[src/rtl/prog_countdown_timer.sv]
// Programmable countdown timer: loadable period, one-shot or auto-reload
// mode, enable-gated prescaler, abort, live count, level time-out and a
// registered single-cycle expire pulse.
//
// Handshake: there is none. load and stop are single-cycle commands sampled
// on the rising edge. Priority is reset_n > stop > load > tick. Results
// appear on the registered outputs one cycle after the command edge.
// running and time_out are registered decodes of the FSM state: running=1
// means RUN, time_out=1 means DONE, and both low means IDLE.
module prog_countdown_timer #(
    parameter int WIDTH         = 26,
    parameter int DEFAULT_TICKS = 50000000,
    parameter int PRESCALE      = 1,
    parameter bit AUTO_START    = 1'b1
) (
    input  logic             clk_100Mhz,
    input  logic             reset_n,
    input  logic             load,
    input  logic [WIDTH-1:0] load_value,
    input  logic             periodic,
    input  logic             enable,
    input  logic             stop,
    output logic [WIDTH-1:0] count,
    output logic             running,
    output logic             time_out,
    output logic             expire
);

    localparam int              PW         = (PRESCALE > 1) ? $clog2(PRESCALE) : 1;
    localparam logic [PW-1:0]   PRESC_LAST = PW'(PRESCALE - 1);
    localparam logic [PW-1:0]   PRESC_ONE  = PW'(1);
    localparam logic [WIDTH-1:0] CNT_ONE   = WIDTH'(1);
    localparam logic [WIDTH-1:0] DEF_N     = WIDTH'(DEFAULT_TICKS);

    typedef enum logic [1:0] {
        S_IDLE = 2'd0,
        S_RUN  = 2'd1,
        S_DONE = 2'd2
    } state_t;

    state_t           state_q, state_d;
    logic [WIDTH-1:0] count_q, count_d;
    logic [WIDTH-1:0] reload_q, reload_d;
    logic             periodic_q, periodic_d;
    logic [PW-1:0]    presc_q, presc_d;
    logic             expire_q, expire_d;
    logic             running_q, running_d;
    logic             time_out_q, time_out_d;
    logic             tick;

    // A tick is the last prescaler phase of an enabled RUN cycle.
    assign tick = (state_q == S_RUN) && enable && (presc_q == PRESC_LAST);

    // Next-state and next-output logic, priority stop > load > tick.
    always_comb begin
        state_d    = state_q;
        count_d    = count_q;
        reload_d   = reload_q;
        periodic_d = periodic_q;
        presc_d    = presc_q;
        expire_d   = 1'b0;

        if (stop) begin
            state_d = S_IDLE;
            count_d = '0;
            presc_d = '0;
        end else if (load) begin
            reload_d   = load_value;
            periodic_d = periodic;
            presc_d    = '0;
            if (load_value == '0) begin
                // A zero period expires immediately, whatever the mode.
                state_d  = S_DONE;
                count_d  = '0;
                expire_d = 1'b1;
            end else begin
                state_d = S_RUN;
                count_d = load_value - CNT_ONE;
            end
        end else if ((state_q == S_RUN) && enable) begin
            presc_d = tick ? '0 : (presc_q + PRESC_ONE);
            if (tick) begin
                if (count_q != '0) begin
                    count_d = count_q - CNT_ONE;
                end else begin
                    expire_d = 1'b1;
                    if (periodic_q) begin
                        // Reload on the expiring tick so periods abut exactly.
                        count_d = reload_q - CNT_ONE;
                    end else begin
                        state_d = S_DONE;
                    end
                end
            end
        end

        running_d  = (state_d == S_RUN);
        time_out_d = (state_d == S_DONE);
    end

    // State and output registers with synchronous active-low reset.
    always_ff @(posedge clk_100Mhz) begin
        if (!reset_n) begin
            state_q    <= AUTO_START ? S_RUN : S_IDLE;
            count_q    <= AUTO_START ? (DEF_N - CNT_ONE) : '0;
            reload_q   <= AUTO_START ? DEF_N : '0;
            periodic_q <= 1'b0;
            presc_q    <= '0;
            expire_q   <= 1'b0;
            running_q  <= AUTO_START;
            time_out_q <= 1'b0;
        end else begin
            state_q    <= state_d;
            count_q    <= count_d;
            reload_q   <= reload_d;
            periodic_q <= periodic_d;
            presc_q    <= presc_d;
            expire_q   <= expire_d;
            running_q  <= running_d;
            time_out_q <= time_out_d;
        end
    end

    assign count    = count_q;
    assign running  = running_q;
    assign time_out = time_out_q;
    assign expire   = expire_q;

endmodule

[config.mk]
export PLATFORM = sky130hd
export DESIGN_NAME = prog_countdown_timer
export DESIGN_NICKNAME = d
export VERILOG_FILES = /design/src/rtl/prog_countdown_timer.sv
export SDC_FILE = /design/constraint.sdc
export NUM_CORES = 1
export LEC_CHECK = 0
export ABC_AREA = 1
export CAP_MARGIN = 20
export CORE_MARGIN = 1.5
export CORE_UTILIZATION = 56
export CTS_CLUSTER_DIAMETER = 200
export DETAILED_ROUTE_END_ITERATION = 8
export GPL_TIMING_DRIVEN = 1
export PLACE_DENSITY = 0.81
export SYNTH_ARGS = -nofsm -noshare
export SYNTH_HDL_FRONTEND = slang
export SYNTH_SLANG_ARGS = --single-unit
[constraint.sdc]
create_clock -name clk_100Mhz -period 2.65 [get_ports clk_100Mhz]
set_clock_uncertainty 0.15 [all_clocks]
set_input_delay 0.3975 -clock clk_100Mhz [delete_from_list [all_inputs] [get_ports clk_100Mhz]]
set_output_delay 0.3975 -clock clk_100Mhz [all_outputs]
set_load 0.01 [all_outputs]
======== After elaboration in Yosys (flattened, before gate mapping) ========
Cells that the tools add are included.
W data, S select, Z words.
word-level totals
  output and inout bits ................... 29
  word-level logic and storage cells ...... 54
  bits of input ports ..................... 32
  register bits ........................... 59
cells by class
  multiplexer cells ....................... 20
  $add $sub $neg .......................... 4
  reductions and logical operators ........ 15
  eq/ne operators ......................... 3
  bitwise operators ....................... 3
operators by type and width
  kind                     number
  $mux W26                 7
  $sub A26 B1 Y26 const B  3
  $logic_not A26 Y1        1
  $reduce_bool A26 Y1      1
  $mux W2                  7
  $reduce_bool A3 Y1       3
  $mux W1                  6
  $reduce_and A3 Y1        2
  $eq A2 B1 Y1 const B     2
  $reduce_bool A2 Y1       2
  $reduce_bool A4 Y1       1
  $not A1 Y1               3
  $reduce_or A3 Y1         1
  $eq A2 B2 Y1 const B     1
  $logic_and A1 B1 Y1      2
  $reduce_and A2 Y1        1
  $reduce_or A2 Y1         1
  $add A1 B1 Y1 const B    1

======== Logic depth before layout (Yosys ltp) ========
  word-level depth ........................ 8
  gate-level depth with buffers ........... 20
  gate-level depth less buffers ........... 19

======== Worst setup path after synthesis ========
OpenSTA, ideal clock, no wires.
  kind .................................... in2reg
  from .................................... input load_value[0]
  to ...................................... register count_q[0] (netlist: count[0])
  stages .................................. 14
  data arrival time ....................... 1.985 ns
  setup slack ............................. 0.390 ns
  library setup time ...................... 0.125 ns
  buffers on the path ..................... 2
  cells stage by stage .................... inv_1 > ha_1 > nand3_1 > nor2_2 > inv_1 > nor2_1 > and3_1 > buf_2 > nor2_1 > inv_1 > buf_2 > o22ai_1 > a22oi_1 > nand2_1
between the ends
  longest elaborated chain between the ends .. 4
  elaborated cells between the ends (all ways) .. 5
  those cells by class .................... 1 x add/sub; 3 x mux; 1 x reduce/logical
ends and longest elaborated chain
  item                                                         line    RTL
  start, declared                                              19      input logic [WIDTH-1:0] load_value,
  $sub A26 B1 Y26 / $logic_not A26 Y1 (equally long branches)  78, 71
  $mux W26 *                                                   71      if (load_value == '0) begin
  $mux W26 *                                                   67      end else if (load) begin
  $mux W26 *                                                   63      if (stop) begin
  end signal, assigned                                         105     count_q <= AUTO_START ? (DEF_N - CNT_ONE) : '0;
  end signal, assigned                                         114     count_q <= count_d;
  end, declared                                                42      logic [WIDTH-1:0] count_q, count_d;
Every way passes the cells marked *; elsewhere a longest branch is shown, timed or not.
A chain may end at the register's enable or synchronous reset.

======== Worst setup path after layout ========
  from .................................... register count_q[7] (netlist: count[7])
  to ...................................... register count_q[22] (netlist: count[22])
between the ends
  longest elaborated chain between the ends .. 6
  elaborated cells between the ends (all ways) .. 9
  those cells by class .................... 1 x add/sub; 5 x mux; 3 x reduce/logical
ends and longest elaborated chain
  item                                                           line    RTL
  $sub A26 B1 Y26 / $reduce_bool A26 Y1 (equally long branches)  84, 83
  $mux W26                                                       83      if (count_q != '0) begin
  $mux W26                                                       82      if (tick) begin
  $mux W26                                                       80      end else if ((state_q == S_RUN) && enable) begin
  $mux W26                                                       67
  $mux W26                                                       63
Several ways; a longest one is shown, not always the timed one. The select of a mux whose other input is x is not followed.

==> summary.txt <==
Drt
  • Antenna Nets Post-Route: 0
  • Vias: 5,735
  • DRT Pass-1 Iters: 6
  • Vias per cell: 5.85
  • Wirelength per Cell: 16.9 µm
  • Iteration-0 DRC Markers: 594
  • Total wire length: 16,600 µm
  • Remaining DRCs: 0

STA
  • RSZ-0062 raised after global routing: true
  • Final Critical Period: 2.63 ns
  • Final worst setup slack: 0.0187 ns
  • Post-route setup TNS: 0 ns
  • Highest Clock Rate: 380 MHz
  • Slew Viols, Final: 0
  • Max-Slew Margin vs Limit: 56.9%
  • Final setup fails: 0
  • Final Cycle Share: 99.3%
  • Slew @ Worst Pin: 0.644 ns
  • Hold Vio Cnt, Final: 0

Synth
  • Synth Cell Area: 4430 µm²
  • Cells after Synth: 761
  • Syn Area/Cell: 5.82 µm²
  • Yosys cell types: 40
  • Post-synthesis net count: 795
  • Register area share after synthesis: 26.7%
  • Async set-reset flop share out of synthesis: 0%
  • Synth warn: 0
  • Synthesized flop and latch total: 59
  • Ys flop type: dfxtp_1
  • EDFF count, synth: 0

Die
  • Full die area: 8450 µm²
  • CORE AREA: 7690 µm²
  • IO Count: 61
  • Starting Density: 57.6%
  • Die Span X: 91.9 µm
  • DIE HEIGHT: 91.9 µm
  • Core Rows: 32

Job
  • Max-cap violations: 0

Global routing
  • Global-route wire length before repair: 25,700 µm
  • Largest net degree at the start of global routing: 35
  • Vias in the first global route: 5,207
  • Antenna violations before repair: 0
  • Total GRT Usage: 39.4%
  • Grt ovf: 0

Finish
  • Commonest cells after routing, fill and taps aside: 235 x nand2_1, 80 x inv_1, 80 x nor2_1
  • Nets: 909
  • Layout cells sized above 1: 17.9%
  • Area grow syn2layout: 34.2%
  • Most common cell after layout, fill and taps aside: nand2_1
  • Post-route insts no fill: 980
  • N_diodes: 0

Pwr
  • Power Total: 2.54 mW
  • PD cells: 428 nW/µm²
  • Peak VDD IR: 359 µV
  • LEAKAGE: 2.75 nW

Critical path
  • Crit. End Element: flop
  • RR Startpoint: count[7]
  • Critical path class: reg2reg
  • Max Fanout on Critical Path: 11
  • Critical Path RT: 2.73 ns
  • Arrival @ worst endpoint: 2.72 ns
  • Crit path top cell by count: nand2_1
  • Crit path to: count[22]
  • R2R depth: 17
  • Crit-path cells: inv_1, nand2_1, nor2_2, nand3_2, nor2_4, buf_12, nand2_1, nand2_2, nand2_2, nor2_1, nand2_1, nor2_2, nand3_1, nand2_1, nand2_1, nand3_1, nand2_1
  • R2R setup slack: 0.02 ns
  • Worst path slowest cell: dfxtp_1
  • CP startpoint kind: flop
  • Worst path max stage delay: 0.33 ns
  • R2R Path End: count[22]
  • Crit. Startpoint: count[7]

Clocking
  • H-tree depth: 3
  • Max clock buf depth: 2
  • # clock sinks: 59
  • Cts bufs inserted: 9
  • Clock transition at path regs: 0.07 ns
  • Root Driver: clkbuf_8
  • Worst skew pair latency: 0.35 ns
  • CTS tree: done

Placement
  • Cells after DPL: 956
  • GPL Wtd Cong: 0.966
  • Place WS: -0.162 ns
  • Post-detail-place hpwl: 12,300 µm
  • PortBufs: 60

Worst hold path
  • Hold depth: 2
  • Hold crit path type: reg2reg

Outcome
  • Status: finished clean
-- cells in the mapped netlist (2+ instances only) --
master    instances  area [µm²]
buf_6             3        33.8
nor3_1           15        75.1
clkbuf_1         13        48.8
ha_1              2        25.0
xnor2_1           9        78.8
nor2_2           12        75.1
a21oi_1          47         235
inv_2             6        22.5
nand4_1           5        31.3
dfxtp_1          59        1180
nand2_2           6        37.5
o22ai_1           5        31.3
a22oi_1           2        15.0
a31oi_1           3        18.8
buf_2             7        35.0
o21ai_1           4        20.0
clkinv_1          2        7.51
nor2_4            3        33.8
inv_1            83         312
buf_4             3        22.5
o21ai_0          43         215
nand2_1         246         923
nor2_1           93         349
nand3_1          50         250
nand3_2           2        20.0
xor2_1           14         123
o211ai_1         11        82.6
-- logic make-up after synthesis --
kind of cell,count (synthesis),share of synthesized area [%]
AOI/OAI and AO/OA,119,14.7
xor gates and xnor gates,23,4.55
adders and majority gates,2,0.565
buffers and inverters,118,11.0
DFF,59,26.7
and+or+nand+nor,440,42.6
-- state kept, by name (all words and copies together), names as in the netlist --
name and cells:
count 26, state_q 2, running 1, periodic_q 1
time_out 1, expire 1, reload_q 26, presc_q 1
-- metal layers --
metal  track usage (%)  part of all wire, %  vias to the layer above
met3              7.46                   13                       69
met2              59.9                   43                      415
met5                 0                    0                        -
met1              53.8                   41                     2604
li1                  -                    -                     2647
met4              17.6                  3.7                        0
-- repair_timing --
item                                   CTS  global route
setup endpoints to repair                0            25
hold buffers                             0             0
resized for setup                        0            44
setup buffers                            0             8
endpoints found under the hold margin    0             0
-- critical path, delay by kind of cell, from the launching register on --
family,cells,cell delay [ns]
AND/OR/NAND/NOR,15,1.71
flip-flops,1,0.33
buffers and inverters,2,0.31
-- how the worst min path moves through the flow --
stage	startpoint	slack (ns)	to
4_1_cts	presc_q	0.33	presc_q
3_3_place_gp	presc_q	0.31	presc_q
3_5_place_dp	presc_q	0.32	presc_q
2_1_floorplan	reload_q[25]	0.28	reload_q[25]
6_report	presc_q	0.34	presc_q
5_1_grt	presc_q	0.35	presc_q
-- report_power, final --
| part | switching, mW | internal (mW) | total (mW) |
|---|---|---|---|
| logic | 0.409 | 0.283 | 0.692 |
| clock network | 0.402 | 0.449 | 0.851 |
| registers | 0.0509 | 0.950 | 1.00 |
| total | 0.861 | 1.68 | 2.54 |
-- per-stage QoR --
step                area [µm²]  hold slack (ns)  utilization (%)
finish                    5940            0.336             77.3
global route              5940            0.353             77.3
CTS                       5730            0.334             74.6
detailed placement        5540            0.323             72.1
global placement          5540            0.307             72.1
floorplan                 4430            0.279                -
-- cell type report --
cell class	instances	area [µm²]
inverter	91	342
timing repair buffer	129	1230
sequential	59	1190
fill	589	1740
clock inverter	4	52.6
multi-input combinational	585	2860
clock buffer	10	138
tap	102	128
(Power assumes the default switching activity.)
